===== src/rtl/timer_setter.sv =====
// Time-entry controller: edits hours/minutes/seconds with wrap-around and pulses start_o on confirm.
// Optional hold-to-repeat stepping is enabled by defining AUTO_REPEAT_EN.
module timer_setter #(
  parameter int HOURS_MAX   = 23,
  parameter int REPEAT_DLY  = 16,
  parameter int REPEAT_RATE = 4
) (
  input  logic       clk,
  input  logic       reset,
  input  logic       mode_btn,
  input  logic       inc_btn,
  input  logic       dec_btn,
  input  logic       confirm_btn,
  output logic [4:0] hours_o,
  output logic [5:0] mins_o,
  output logic [5:0] secs_o,
  output logic       start_o,
  output logic [1:0] field_o
);

  typedef enum logic [2:0] {IDLE, SET_H, SET_M, SET_S, LOAD} state_t;

  state_t     state;
  logic [3:0] btn_q;
  logic       mode_ev, inc_ev, dec_ev, confirm_ev;
  logic       in_set, nonzero, commit, advance, edit;
  logic       step_up, step_dn;
  logic [4:0] hours_nxt;
  logic [5:0] mins_nxt, secs_nxt;

  function automatic logic [5:0] bump(input logic [5:0] v, input logic [5:0] max,
                                      input logic up, input logic dn);
    if (up)      return (v == max) ? 6'd0 : v + 6'd1;
    else if (dn) return (v == 6'd0) ? max : v - 6'd1;
    else         return v;
  endfunction

  assign mode_ev    = mode_btn    & ~btn_q[3];
  assign inc_ev     = inc_btn     & ~btn_q[2];
  assign dec_ev     = dec_btn     & ~btn_q[1];
  assign confirm_ev = confirm_btn & ~btn_q[0];

  assign in_set  = (state == SET_H) || (state == SET_M) || (state == SET_S);
  assign nonzero = |{hours_o, mins_o, secs_o};
  // Priority confirm > mode > inc/dec; a rejected confirm still swallows lower events.
  assign commit  = in_set & confirm_ev & nonzero;
  assign advance = in_set & ~confirm_ev & mode_ev;
  assign edit    = in_set & ~confirm_ev & ~mode_ev;

`ifdef AUTO_REPEAT_EN
  localparam int CNT_W = $clog2(REPEAT_DLY + 1) + 1;
  localparam logic [CNT_W-1:0] DLY_C    = CNT_W'(REPEAT_DLY);
  localparam logic [CNT_W-1:0] RELOAD_C = CNT_W'(REPEAT_DLY - REPEAT_RATE + 1);

  logic [CNT_W-1:0] hold_cnt;
  logic             hold, rpt;

  assign hold = in_set & (inc_btn ^ dec_btn) & ~commit & ~advance;
  assign rpt  = hold & (hold_cnt == DLY_C);

  // Reloading just short of the delay makes every later repeat fire REPEAT_RATE cycles apart.
  always_ff @(posedge clk or negedge reset) begin
    if (!reset)           hold_cnt <= '0;
    else if (!hold)       hold_cnt <= '0;
    else if (rpt)         hold_cnt <= RELOAD_C;
    else                  hold_cnt <= hold_cnt + 1'b1;
  end

  assign step_up = edit & ((inc_ev & ~dec_ev) | (rpt & inc_btn));
  assign step_dn = edit & ((dec_ev & ~inc_ev) | (rpt & dec_btn));
`else
  logic repeat_unused;
  assign repeat_unused = (REPEAT_DLY != 0) ^ (REPEAT_RATE != 0);

  assign step_up = edit & inc_ev & ~dec_ev;
  assign step_dn = edit & dec_ev & ~inc_ev;
`endif

  // Unselected fields fall through bump() unchanged.
  assign hours_nxt = 5'(bump({1'b0, hours_o}, 6'(HOURS_MAX),
                             step_up & (state == SET_H), step_dn & (state == SET_H)));
  assign mins_nxt  = bump(mins_o, 6'd59, step_up & (state == SET_M), step_dn & (state == SET_M));
  assign secs_nxt  = bump(secs_o, 6'd59, step_up & (state == SET_S), step_dn & (state == SET_S));

  // NOTE: sequential state uses non-blocking (<=) so every register samples pre-edge values.
  always_ff @(posedge clk or negedge reset) begin
    if (!reset) begin
      state   <= IDLE;
      btn_q   <= '0;
      hours_o <= '0;
      mins_o  <= '0;
      secs_o  <= '0;
      start_o <= 1'b0;
      field_o <= 2'd0;
    end else begin
      btn_q   <= {mode_btn, inc_btn, dec_btn, confirm_btn};
      hours_o <= hours_nxt;
      mins_o  <= mins_nxt;
      secs_o  <= secs_nxt;
      case (state)
        IDLE: begin
          start_o <= 1'b0;
          if (mode_ev) begin
            state   <= SET_H;
            field_o <= 2'd1;
          end
        end
        SET_H, SET_M, SET_S: begin
          if (commit) begin
            state   <= LOAD;
            start_o <= 1'b1;
            field_o <= 2'd0;
          end else if (advance) begin
            case (state)
              SET_H:   begin state <= SET_M; field_o <= 2'd2; end
              SET_M:   begin state <= SET_S; field_o <= 2'd3; end
              default: begin state <= SET_H; field_o <= 2'd1; end
            endcase
          end
        end
        default: begin
          state   <= IDLE;
          start_o <= 1'b0;
          field_o <= 2'd0;
        end
      endcase
    end
  end

endmodule

===== config.mk =====
export PLATFORM = sky130hd
export DESIGN_NAME = timer_setter
export DESIGN_NICKNAME = d
export VERILOG_FILES = /design/src/rtl/timer_setter.sv
export SDC_FILE = /design/constraint.sdc
export NUM_CORES = 1
export LEC_CHECK = 0
export ABC_AREA = 0
export CAP_MARGIN = 15
export CORE_MARGIN = 2
export CORE_UTILIZATION = 59
export CTS_CLUSTER_DIAMETER = 40
export DETAILED_ROUTE_END_ITERATION = 10
export PLACE_DENSITY = 0.87
export SYNTH_ARGS = -nofsm -noshare
export SYNTH_HDL_FRONTEND = slang
export SYNTH_SLANG_ARGS = --single-unit

===== constraint.sdc =====
create_clock -name clk -period 3.3 [get_ports clk]
set_clock_uncertainty 0.1 [all_clocks]
set_input_delay 0.66 -clock clk [delete_from_list [all_inputs] [get_ports clk]]
set_output_delay 0.66 -clock clk [all_outputs]
set_load 0.01 [all_outputs]

==> results of run 1 <==
==> how the worst max path moves through the flow <==
| stage | slack [ns] | endpoint | depth (start not counted) |
|---|---|---|---|
| finish | 0.84 | mins_o[0] | 6 |
| global route | 0.63 | mins_o[0] | 6 |
| CTS | 0.82 | mins_o[0] | 6 |
| detailed placement | 0.50 | mins_o[0] | 6 |
| global placement | 0.60 | mins_o[0] | 6 |
| floorplan | 1.27 | secs_o[4] | 6 |
==> per-stage QoR <==
stage	instances	hold slack [ns]	worst slack [ns]	power, mW
final	272	0.424	0.836	1.54
after global routing	272	0.480	0.629	1.68
after detailed placement	268	0.412	0.501	1.40
after global placement	268	0.405	0.601	1.39
after CTS	272	0.428	0.824	1.54
after floorplan	221	0.264	1.27	1.11
==> placed cells by master, fill, tap and decap left out, types with 2 or more instances in the layout <==
cell / instances
nor2_1: 15
o311ai_1: 2
mux2i_1: 2
and3_1: 4
a32o_1: 2
buf_4: 3
or2_1: 2
xor2_1: 2
a21oi_1: 14
o21ai_0: 18
a22oi_1: 2
nor3b_1: 2
a211oi_1: 3
nand4_1: 5
nand2_1: 21
ha_1: 8
clkbuf_4: 3
clkdlybuf4s50_1: 25
nor3_1: 9
nand2b_1: 3
or2_2: 2
a31oi_1: 2
o211ai_1: 3
nand3_1: 7
inv_1: 15
o41ai_1: 2
xnor2_1: 5
o21a_1: 3
dfrtp_1: 25
or3_1: 2
==> layer usage <==
metal  vias to the layer above  share of wire, %  routed length [um]
li1                        848                 -                   -
met1                       806                45                1760
met2                        67                49                1920
met3                         2               4.9                 190
met4                         0              0.18                   7
met5                         -                 0                   0
==> registers in the layout, summed over array words and instances (netlist names) <==
register / flops
start_o: 1
hours_o: 5
secs_o: 6
state: 2
mins_o: 6
btn_q: 4
field_o: 1
==> worst min-delay path, cell delays in order (launching register included) <==
cell     delay [ns]
dfrtp_1        0.40
inv_1          0.05
a21oi_1        0.05
==> cells by family (layout without fill, tap and decap cells) <==
group / count (synthesis) / in the layout
xor+xnor: 7 / 7
fa+ha+maj: 8 / 8
compound gates: 66 / 66
mux: 3 / 3
flops: 25 / 25
buf+inv: 29 / 47
simple gates: 83 / 83
==> report_power, final <==
part / switching (mW) / internal [mW]
clock network: 0.0891 / 0.0473
registers: 0.192 / 0.398
logic: 0.404 / 0.408
total: 0.685 / 0.853
==> area by class of cell <==
cell class	instances	share of cell area, %
clock buffer	4	1.25
timing repair buffer	28	13.0
inverter	15	2.68
sequential	25	29.7
multi-input combinational	167	51.4
tap	33	1.96
==> impl_results.md, run 1 <==
* Most frequent cell after synthesis: dfrtp_1
* Post-Synthesis Cells at approximately 220
* I/O Pins at 26
* Unique cell type count in the Yosys netlist at 58
* Post-synth top area cell: dfrtp_1
* Worst-case reg-to-reg path depth at 7
* Slowest cell on the critical path: or2_0
* Multiplexer area fraction after synthesis at 1.70%
* DR DRC count at 0
* Routed via count at around 1700
* Setup violators final at 0
* Max stage delay on crit path at ~0.45 ns
* Post-Route WL at 3.88 mm
* Register Area at 626 um^2
* TritonRoute pass-1 iters at 5
* Pwr dens at 731 nW/um^2
* Initial Util at approximately 61%
* Clk root buf: clkbuf_4
* Layout area overhead at 14.0%
* Layer with the highest usage: met2
* Fraction of layout cells with a size suffix above 1 at 5.02%
* Syn nets at 235
* Post-synthesis xor/xnor area fraction at 3.32%
* Critical path cell sequence: clkdlybuf4s50_1 -> nand2b_1 -> nand4_2 -> or2_0 -> o311ai_1 -> o21ai_0
* Final Cycle Share at 74.7%
* Number of synthesized flops with an enable pin at 0
* Die W at ~60 um
* Vias in the first global route at 1479
* Clk slew on worst S/H paths at between 0.1 and 0.15 ns
* Final nets at 254
* Unrepaired setup endpoints after global routing: no
* Fin util at 70.0%
* Top cells by count, synth: dfrtp_1, nand2_1, o21ai_0, inv_1, nor2_1
* First-pass GRT wire length at 6.59 mm
* Hold Path Stages at 2
* Worst skew pair latency at between 0.3 and 0.4 ns
* Setup Buffers After CTS at 0
* Leakage Power at 0.811 nW
* Crit path from: confirm_btn
* Antenna Cells at 0
* Critical path arrival at around 2.6 ns
* Die Ht at 59.9 um
* Cell Area, Synth at 1840 um^2
* Average cell area after synthesis at 8.35 um^2
* Total Routing Usage GR at 23.7%
* Fmax at 406 MHz
* Hold Path Sink: start_o
* Max VDD drop at about 0.43 mV
* Hold Crit Start: start_o
* Crit Path Category: input port to flop
* Final TNS setup at 0 ns
* Worst min path class: flop to flop
* ANT nets after route at 0
* RePlAce Congestion at 0.837
* CTS tree: built
* Flop2flop setup slack at between 1 and 1.5 ns
* Pin slew with the least headroom to its limit at 0.574 ns
* Worst Setup Start Kind: input port
* Gr ovfl total at 0
* Synthesized flop and latch total at 25
* DP Wirelength at 2.81 mm
* TritonCTS Buffers at 3
* Slew headroom at 61.4%
* Total die area at 3590 um^2
* Asr flop ratio synth at 100%
* Post-route cell area at 2100 um^2
* Fill cell count at 246
* Top cells by area, synth: dfrtp_1, ha_1, o21ai_0
* # hold bufs at CTS at 0
* Prevailing post-synth register cell: dfrtp_1
* Main combinational cell family by area after synthesis: compound AO/OA/AOI/OAI gates
* Ys Warns at 0
* Max clock buf depth at 2
* Sink Count at 25
* PortBufs at 25
* Drt initial violations at 130
* Worst reg2reg path startpoint: hours_o[0]
* Post-Synth Adder-Cell Area at 5.43%
* Simple logic cell fraction of the synthesized area at 24.0%
* DR WL/cell at approximately 14 um
* Max_cap viols at 0
* Row cnt at 20
* CTS H-tree lvls at 1
* WP buf/inv at 1
* Final Hold Viols at 0
* Post-CTS sizing at 0
* Met1 usage at 33.6%
* DR vias/cell at 6.33
* CP Capture Type: flop
* Min Tclk post-route at 2.46 ns
* Largest fanout on the critical path at 9
* Initial antenna violation count at 0
* Largest net degree at the start of global routing at 26
* GR Layer Usage met2 at between 30% and 40%
* Outcome: finished, final reports clean
* Req. time, crit path at ~3.4 ns
* Compound-Gate Fraction of Synth Area at between 20% and 30%
* Crit-path leading delay family: simple AND/OR/NAND/NOR gates
* Met3 Track Usage GR at 3.25%
* Sequential area share after synthesis at 33.9%
* CORE AREA at 3000 um^2
* Share of the synthesized area in the top cell type at 33.9%
* Area after DPL at 2080 um^2
* Final-report max-slew violation count at 0
* Multi-input logic area at between 1000 and 1500 um^2
* Worst reg2reg path endpoint: state[1]
Note: power is estimated with default switching activity, not from simulation.
==> run 2, diff against run 1 <==
--- a/config.mk
+++ b/config.mk
@@ -8,10 +8,10 @@
 export ABC_AREA = 0
 export CAP_MARGIN = 15
 export CORE_MARGIN = 2
-export CORE_UTILIZATION = 59
+export CORE_UTILIZATION = 49
 export CTS_CLUSTER_DIAMETER = 40
 export DETAILED_ROUTE_END_ITERATION = 10
-export PLACE_DENSITY = 0.87
+export PLACE_DENSITY = 0.78
 export SYNTH_ARGS = -nofsm -noshare
 export SYNTH_HDL_FRONTEND = slang
 export SYNTH_SLANG_ARGS = --single-unit
==> constraint.sdc (replaced) <==
create_clock -name clk -period 2.2 [get_ports clk]
set_clock_uncertainty 0.1 [all_clocks]
set_input_delay 0.44 -clock clk [delete_from_list [all_inputs] [get_ports clk]]
set_output_delay 0.44 -clock clk [all_outputs]
set_load 0.01 [all_outputs]
==> run 2 against run 1 <==
Global-route usage shrank 2.1 points; largest power group unchanged; count of clock-buffer cells in the layout decreased by 1; hold slack worse by 0.00089 ns; sequential share of layout area down 3.1 points; critical path depth increased by 1; power up 62%; first-iteration DRC count shrank 41%; register-to-register slack worse by 0.94 ns; die area grew 19%.
==> impl_results.md, run 2 (synthesized netlist as in run 1, its figures left out) <==
* Die W at 65.4 um (+9.1%)
* Fin Hold WS at 0.423 ns (-0.000888 ns)
* Commonest non-fill, non-tap cell in the layout: buf_4
* DR DRC count at 0 (unchanged)
* Initial Util at 50.8% (-11 points)
* DP Wirelength at 3.14 mm (+12%)
* CTS tree: built
* Fmax at ~480 MHz
* Crit path from: hours_o[1]
* Worst reg2reg path startpoint: hours_o[1]
* Vias in the first global route at 1615 (+9.2%)
* I/O Pins at 26 (unchanged)
* ANT nets after route at 0 (unchanged)
* Largest fanout on the critical path at 5 (-4)
* Max clock buf depth at 2 (unchanged)
* Initial antenna violation count at 0 (unchanged)
* RePlAce Congestion at 0.896 (+7.0%)
* Layer with the highest usage: met2
* Top flop regs: mins_o x6, secs_o x6, hours_o x5
* Final TNS setup at 0 ns (unchanged)
* Gr ovfl total at 0 (unchanged)
* Total die area at 4270 um^2 (+19%)
* First-pass GRT wire length at 7.31 mm (+11%)
* Gate power share at 56.8% (+4.0 points)
* Req. time, crit path at 2.29 ns (-1.11 ns)
* Post-Route WL at 4.26 mm (+9.9%)
* # hold bufs at CTS at 0 (unchanged)
* CP Capture Type: flop
* TritonRoute pass-1 iters at 4 (-1)
* Post-route cell area at 2340 um^2 (+11%)
* Sequential Power Share at 32.0% (-6.4 points)
* Max_cap viols at 0 (unchanged)
* DR vias/cell at 5.80 (-8.5%)
* Met3 Track Usage GR at 2.23% (-1.0 points)
* Total Routing Usage GR at 21.6% (-2.1 points)
* Final Cycle Share at roughly 95%
* Die Ht at 65.4 um (+9.1%)
* PortBufs at 25 (unchanged)
* Flop2flop setup slack at 0.11 ns (-0.94 ns)
* DR WL/cell at 13.6 um (-4.5%)
* Antenna Cells at 0 (unchanged)
* Row cnt at 22 (+10%)
* Clk root buf: clkbuf_8
* Outcome: finished, final reports clean
* Sink Count at 25 (unchanged)
* CTS H-tree lvls at 1 (unchanged)
* Met1 usage at 29.7% (-3.9 points)
* Unrepaired setup endpoints after global routing: no
* Routed via count at 1815 (+5.3%)
* Final Hold Viols at 0 (unchanged)
* Pin slew with the least headroom to its limit at 0.503 ns (-0.0711 ns)
* Worst reg2reg path endpoint: state[1]
* Area after DPL at 2290 um^2 (+10%)
* Worst Setup Start Kind: flop
* TritonCTS Buffers at 3 (unchanged)
* Final-report max-slew violation count at 0 (unchanged)
* Layout area overhead at 27.1%
* Fin util at 64.5% (-5.5 points)
* Worst-case reg-to-reg path depth at 7 (unchanged)
* Switching share of power at 43.1% (-1.5 points)
* Max VDD drop at 0.536 mV (+25%)
* GR Layer Usage met2 at 36.6% (-1.9 points)
* Final nets at 280 (+10%)
* Pwr dens at 1060 nW/um^2 (+45%)
* Worst Setup EP: state[1]
* CORE AREA at 3630 um^2 (+21%)
* Drt initial violations at 77 (-41%)
* Min Tclk post-route at 2.09 ns
* Critical path arrival at 2.18 ns (-0.38 ns)
* Slew headroom at 66.4% (+5.0 points)
* Worst min path class: flop to flop
* Worst skew pair latency at 0.27 ns (-0.05 ns)
* Clock power frac at 11.2% (+2.3 points)
* Clk slew on worst S/H paths at 0.09 ns (-0.04 ns)
* Fraction of layout cells with a size suffix above 1 at 15.1% (+10 points)
* Crit Path Category: flop to flop
* Sw power at 1.07 mW (+56%)
* Leakage Power at 0.947 nW (+17%)
* Largest net degree at the start of global routing at 26 (unchanged)
* Highest-count cells in the layout ignoring fill and taps: buf_4, dfrtp_1, clkdlybuf4s50_1
* Setup violators final at 0 (unchanged)
* Internal Power at 1.42 mW (+66%)
run 2: cell count changes in the layout (fill, tap and decap cells not counted):
| cell | delta |
|---|---|
| clkbuf_1 | -1 |
| nor4_2 | +1 |
| buf_4 | +26 |
| a2111oi_0 | -1 |
| a2111oi_1 | +1 |
| nor4_1 | -1 |
| clkbuf_4 | -3 |
| clkinv_2 | +1 |
| clkbuf_8 | +3 |
run 2: area by class of cell:
cell class / instances / area, um^2
Sequential cell: 25 / 626
Inverter: 15 / 56.3
Fill cell: 325 / 1290
Clock buffer: 3 / 41.3
Multi-Input combinational cell: 167 / 1090
Timing Repair Buffer: 54 / 468
Clock inverter: 1 / 5.00
Tap cell: 48 / 60.1
run 2: layer usage:
metal	vias up	routed length, um
met3	5	208
met4	0	36
met2	54	2040
met1	857	1980
met5	-	0
li1	899	-
run 2: how the worst min path moves through the flow:
stage	startpoint	end	slack [ns]	cells past startpoint
after detailed placement	start_o	start_o	0.41	2
after global placement	start_o	start_o	0.40	2
final	start_o	start_o	0.42	2
after CTS	start_o	start_o	0.42	2
after global routing	reset	state[1]	0.46	2
after floorplan	reset	btn_q[0]	0.04	0
run 2: what timing repair did:
item / in CTS / in global routing
setup endpoints to repair: 0 / 2
buffers inserted: 0 / 0
gates resized for setup: 0 / 2
run 2: critical path, stage by stage, from the launching register on:
cell and delay (ns):
dfrtp_1 0.44, inv_1 0.10, ha_1 0.16, nor3b_1 0.28, nand2_1 0.11, or3_1 0.38, or2_1 0.23, a311oi_2 0.22
run 2: power groups by stage:
stage	logic (mW)	registers, mW	clock network (mW)
detailed placement	1.40	0.802	0
global placement	1.39	0.798	0
global route	1.56	0.824	0.309
finish	1.41	0.797	0.279
floorplan	0.845	0.828	0
CTS	1.41	0.793	0.283
run 2: through the flow:
step	std cells	power [mW]	setup slack, ns
floorplan	221	1.67	0.171
global placement	309	2.18	-0.117
detailed placement	309	2.20	-0.216
CTS	313	2.48	0.0778
global route	313	2.69	0.00751
finish	313	2.49	0.107
==> run 3, diff against run 2 <==
--- a/config.mk
+++ b/config.mk
@@ -12,6 +12,8 @@
 export CTS_CLUSTER_DIAMETER = 40
 export DETAILED_ROUTE_END_ITERATION = 10
 export PLACE_DENSITY = 0.78
+export REMOVE_ABC_BUFFERS = 1
+export SETUP_SLACK_MARGIN = 0.02
 export SYNTH_ARGS = -nofsm -noshare
 export SYNTH_HDL_FRONTEND = slang
 export SYNTH_SLANG_ARGS = --single-unit
==> run 3 against run 2 <==
Flip-flop and latch count did not move; critical path depth did not move; clock power barely moved; routed wire length rose by 5.9%; register-to-register slack improved by 0.02 ns; combinational power rose by 5%; sequential power barely moved; cell count rose by 0.64%; count of clock-buffer cells in the layout did not move; setup slack improved by 0.017 ns; fmax rose by 0.80%; highest routed layer unchanged.
==> impl_results.md, run 3 (synthesized netlist as in run 1, its figures left out) <==
* Outcome: finished, final reports clean
* CTS H-tree lvls at 1 (unchanged)
* PortBufs at 25 (unchanged)
* Clk slew on worst S/H paths at 0.09 ns (about the same)
* Commonest non-fill, non-tap cell in the layout: buf_4
* Leakage Power at 0.965 nW (+1.9%)
* DR DRC count at 0 (unchanged)
* Setup violators final at 0 (unchanged)
* Met1 usage at 31.7% (+2.0 points)
* Die W at 65.4 um (unchanged)
* Pwr dens at 1080 nW/um^2 (+1.7%)
* Setup Buffers After CTS at 0 (unchanged)
* Layout area overhead at 28.5%
* TritonRoute pass-1 iters at 4 (unchanged)
* DR WL/cell at 14.3 um (+5.2%)
* Worst-case reg-to-reg path depth at 7 (unchanged)
* Initial Util at 50.8% (unchanged)
* Final nets at 282 (+0.71%)
* Max clock buf depth at 2 (unchanged)
* Post-route cell area at 2370 um^2 (+1.1%)
* CORE AREA at 3630 um^2 (unchanged)
* TritonCTS Buffers at 3 (unchanged)
* Pin slew with the least headroom to its limit at 0.512 ns (+0.00843 ns)
* Crit Path Category: flop to flop
* Post-Route WL at 4.51 mm (+5.9%)
* Fin util at 65.2% (+0.69 points)
* Max_cap viols at 0 (unchanged)
* I/O Pins at 26 (unchanged)
* Met3 Track Usage GR at 2.91% (+0.68 points)
* Fin Hold WS at 0.411 ns (-0.0120 ns)
* Slew headroom at 65.8% (-0.56 points)
* Final TNS setup at 0 ns (unchanged)
* Slowest cell on the critical path: dfrtp_1
* Total Routing Usage GR at 22.9% (+1.3 points)
* Row cnt at 22 (unchanged)
* Req. time, crit path at 2.29 ns (about the same)
* GR Layer Usage met2 at 36.9% (+0.26 points)
* Clk root buf: clkbuf_8
* Layer with the highest usage: met2
* Critical path arrival at 2.17 ns (about the same)
* PnR worst setup slack at 0.124 ns (+0.0166 ns)
* Highest-count cells in the layout ignoring fill and taps: buf_4, dfrtp_1, clkdlybuf4s50_1
* Layout Cells excl Fill at 315 (+0.64%)
* Die Ht at 65.4 um (unchanged)
* Final Hold Viols at 0 (unchanged)
* Flop2flop setup slack at 0.12 ns (+0.02 ns)
* CTS tree: built
* ANT nets after route at 0 (unchanged)
* Drt initial violations at 160 (+110%)
* Top flop regs: mins_o x6, secs_o x6, hours_o x5
* Final-report max-slew violation count at 0 (unchanged)
* Area after DPL at 2310 um^2 (+0.66%)
* Max VDD drop at 0.494 mV (-7.9%)
* Worst min path class: input port to asynchronous set/reset pin
* Worst skew pair latency at 0.28 ns (about the same)
* Largest fanout on the critical path at 5 (unchanged)
* CP Capture Type: flop
* Fill cell count at 333 (+2.5%)
* Fmax at 482 MHz (+0.80%)
* # hold bufs at CTS at 0 (unchanged)
* RePlAce Congestion at 0.888 (-0.95%)
* Gr ovfl total at 0 (unchanged)
* Total die area at 4270 um^2 (unchanged)
* Post-layout power at 2.56 mW (+2.8%)
* Final Cycle Share at 94.4% (-0.75 points)
* Cells after DPL at 311 (+0.65%)
* First-pass GRT wire length at 7.80 mm (+6.7%)
* Initial antenna violation count at 0 (unchanged)
* Max stage delay on crit path at 0.44 ns (about the same)
* DP Wirelength at 3.24 mm (+3.2%)
* Antenna Cells at 0 (unchanged)
* Place WS at -0.236 ns (-0.0200 ns)
* Sink Count at 25 (unchanged)
* Routed via count at 1822 (+0.39%)
* Fraction of layout cells with a size suffix above 1 at 16.9% (+1.8 points)
* Worst Setup Start Kind: flop
* Largest net degree at the start of global routing at 26 (unchanged)
* Min Tclk post-route at 2.08 ns (-0.0166 ns)
* DR vias/cell at 5.78 (-0.25%)
* Critical path cell sequence: inv_1 -> ha_1 -> nor3b_2 -> nand2_1 -> or3_1 -> or2_1 -> a311oi_2
* Vias in the first global route at 1702 (+5.4%)
-- run 3: cell types whose count changed in the layout (fill, tap and decap cells not counted), sizes merged --
cell	before	now
buf	29	31
-- run 3: worst max-delay path, delay by kind of cell, from the launching register on --
family	cells	cell delay (ns)
compound gates	1	0.23
fa+ha+maj	1	0.18
buf+inv	1	0.09
flops	1	0.44
simple gates	4	0.94
-- run 3: per-layer routing --
metal / share of wire, % / vias to the layer above
met5: 0 / -
met4: 1.6 / 0
met3: 5.5 / 12
met2: 48 / 75
met1: 45 / 836
li1: - / 899
-- run 3: area by class of cell --
type	instances	area, um^2	share of cell area (%)
Clock buffer	3	41.3	1.74
Multi-Input combinational cell	167	1100	46.4
Inverter	15	56.3	2.38
Sequential cell	25	626	26.4
Timing Repair Buffer	56	483	20.4
Tap cell	48	60.1	2.53
Clock inverter	1	5.00	0.211
-- run 3: path summary, 6_finish.rpt --
check / start / end
worst max-delay path: hours_o[1] / state[1]
min in group clk: start_o / start_o
worst max register to register: hours_o[1] / state[1]
max in group asynchronous: reset / mins_o[3]
worst min-delay path: reset / field_o[0]
worst min register to register: start_o / start_o
-- run 3: timing repair --
action | CTS | global route
hold endpoints to repair | 0 | 0
gates resized for setup | 0 | 6
setup endpoints to repair | 0 | 9
-- run 3: power by group --
part           total (mW)  switching, mW  internal, mW
sequential          0.797          0.198         0.599
combinational        1.48          0.761         0.718
clock               0.282          0.155         0.127
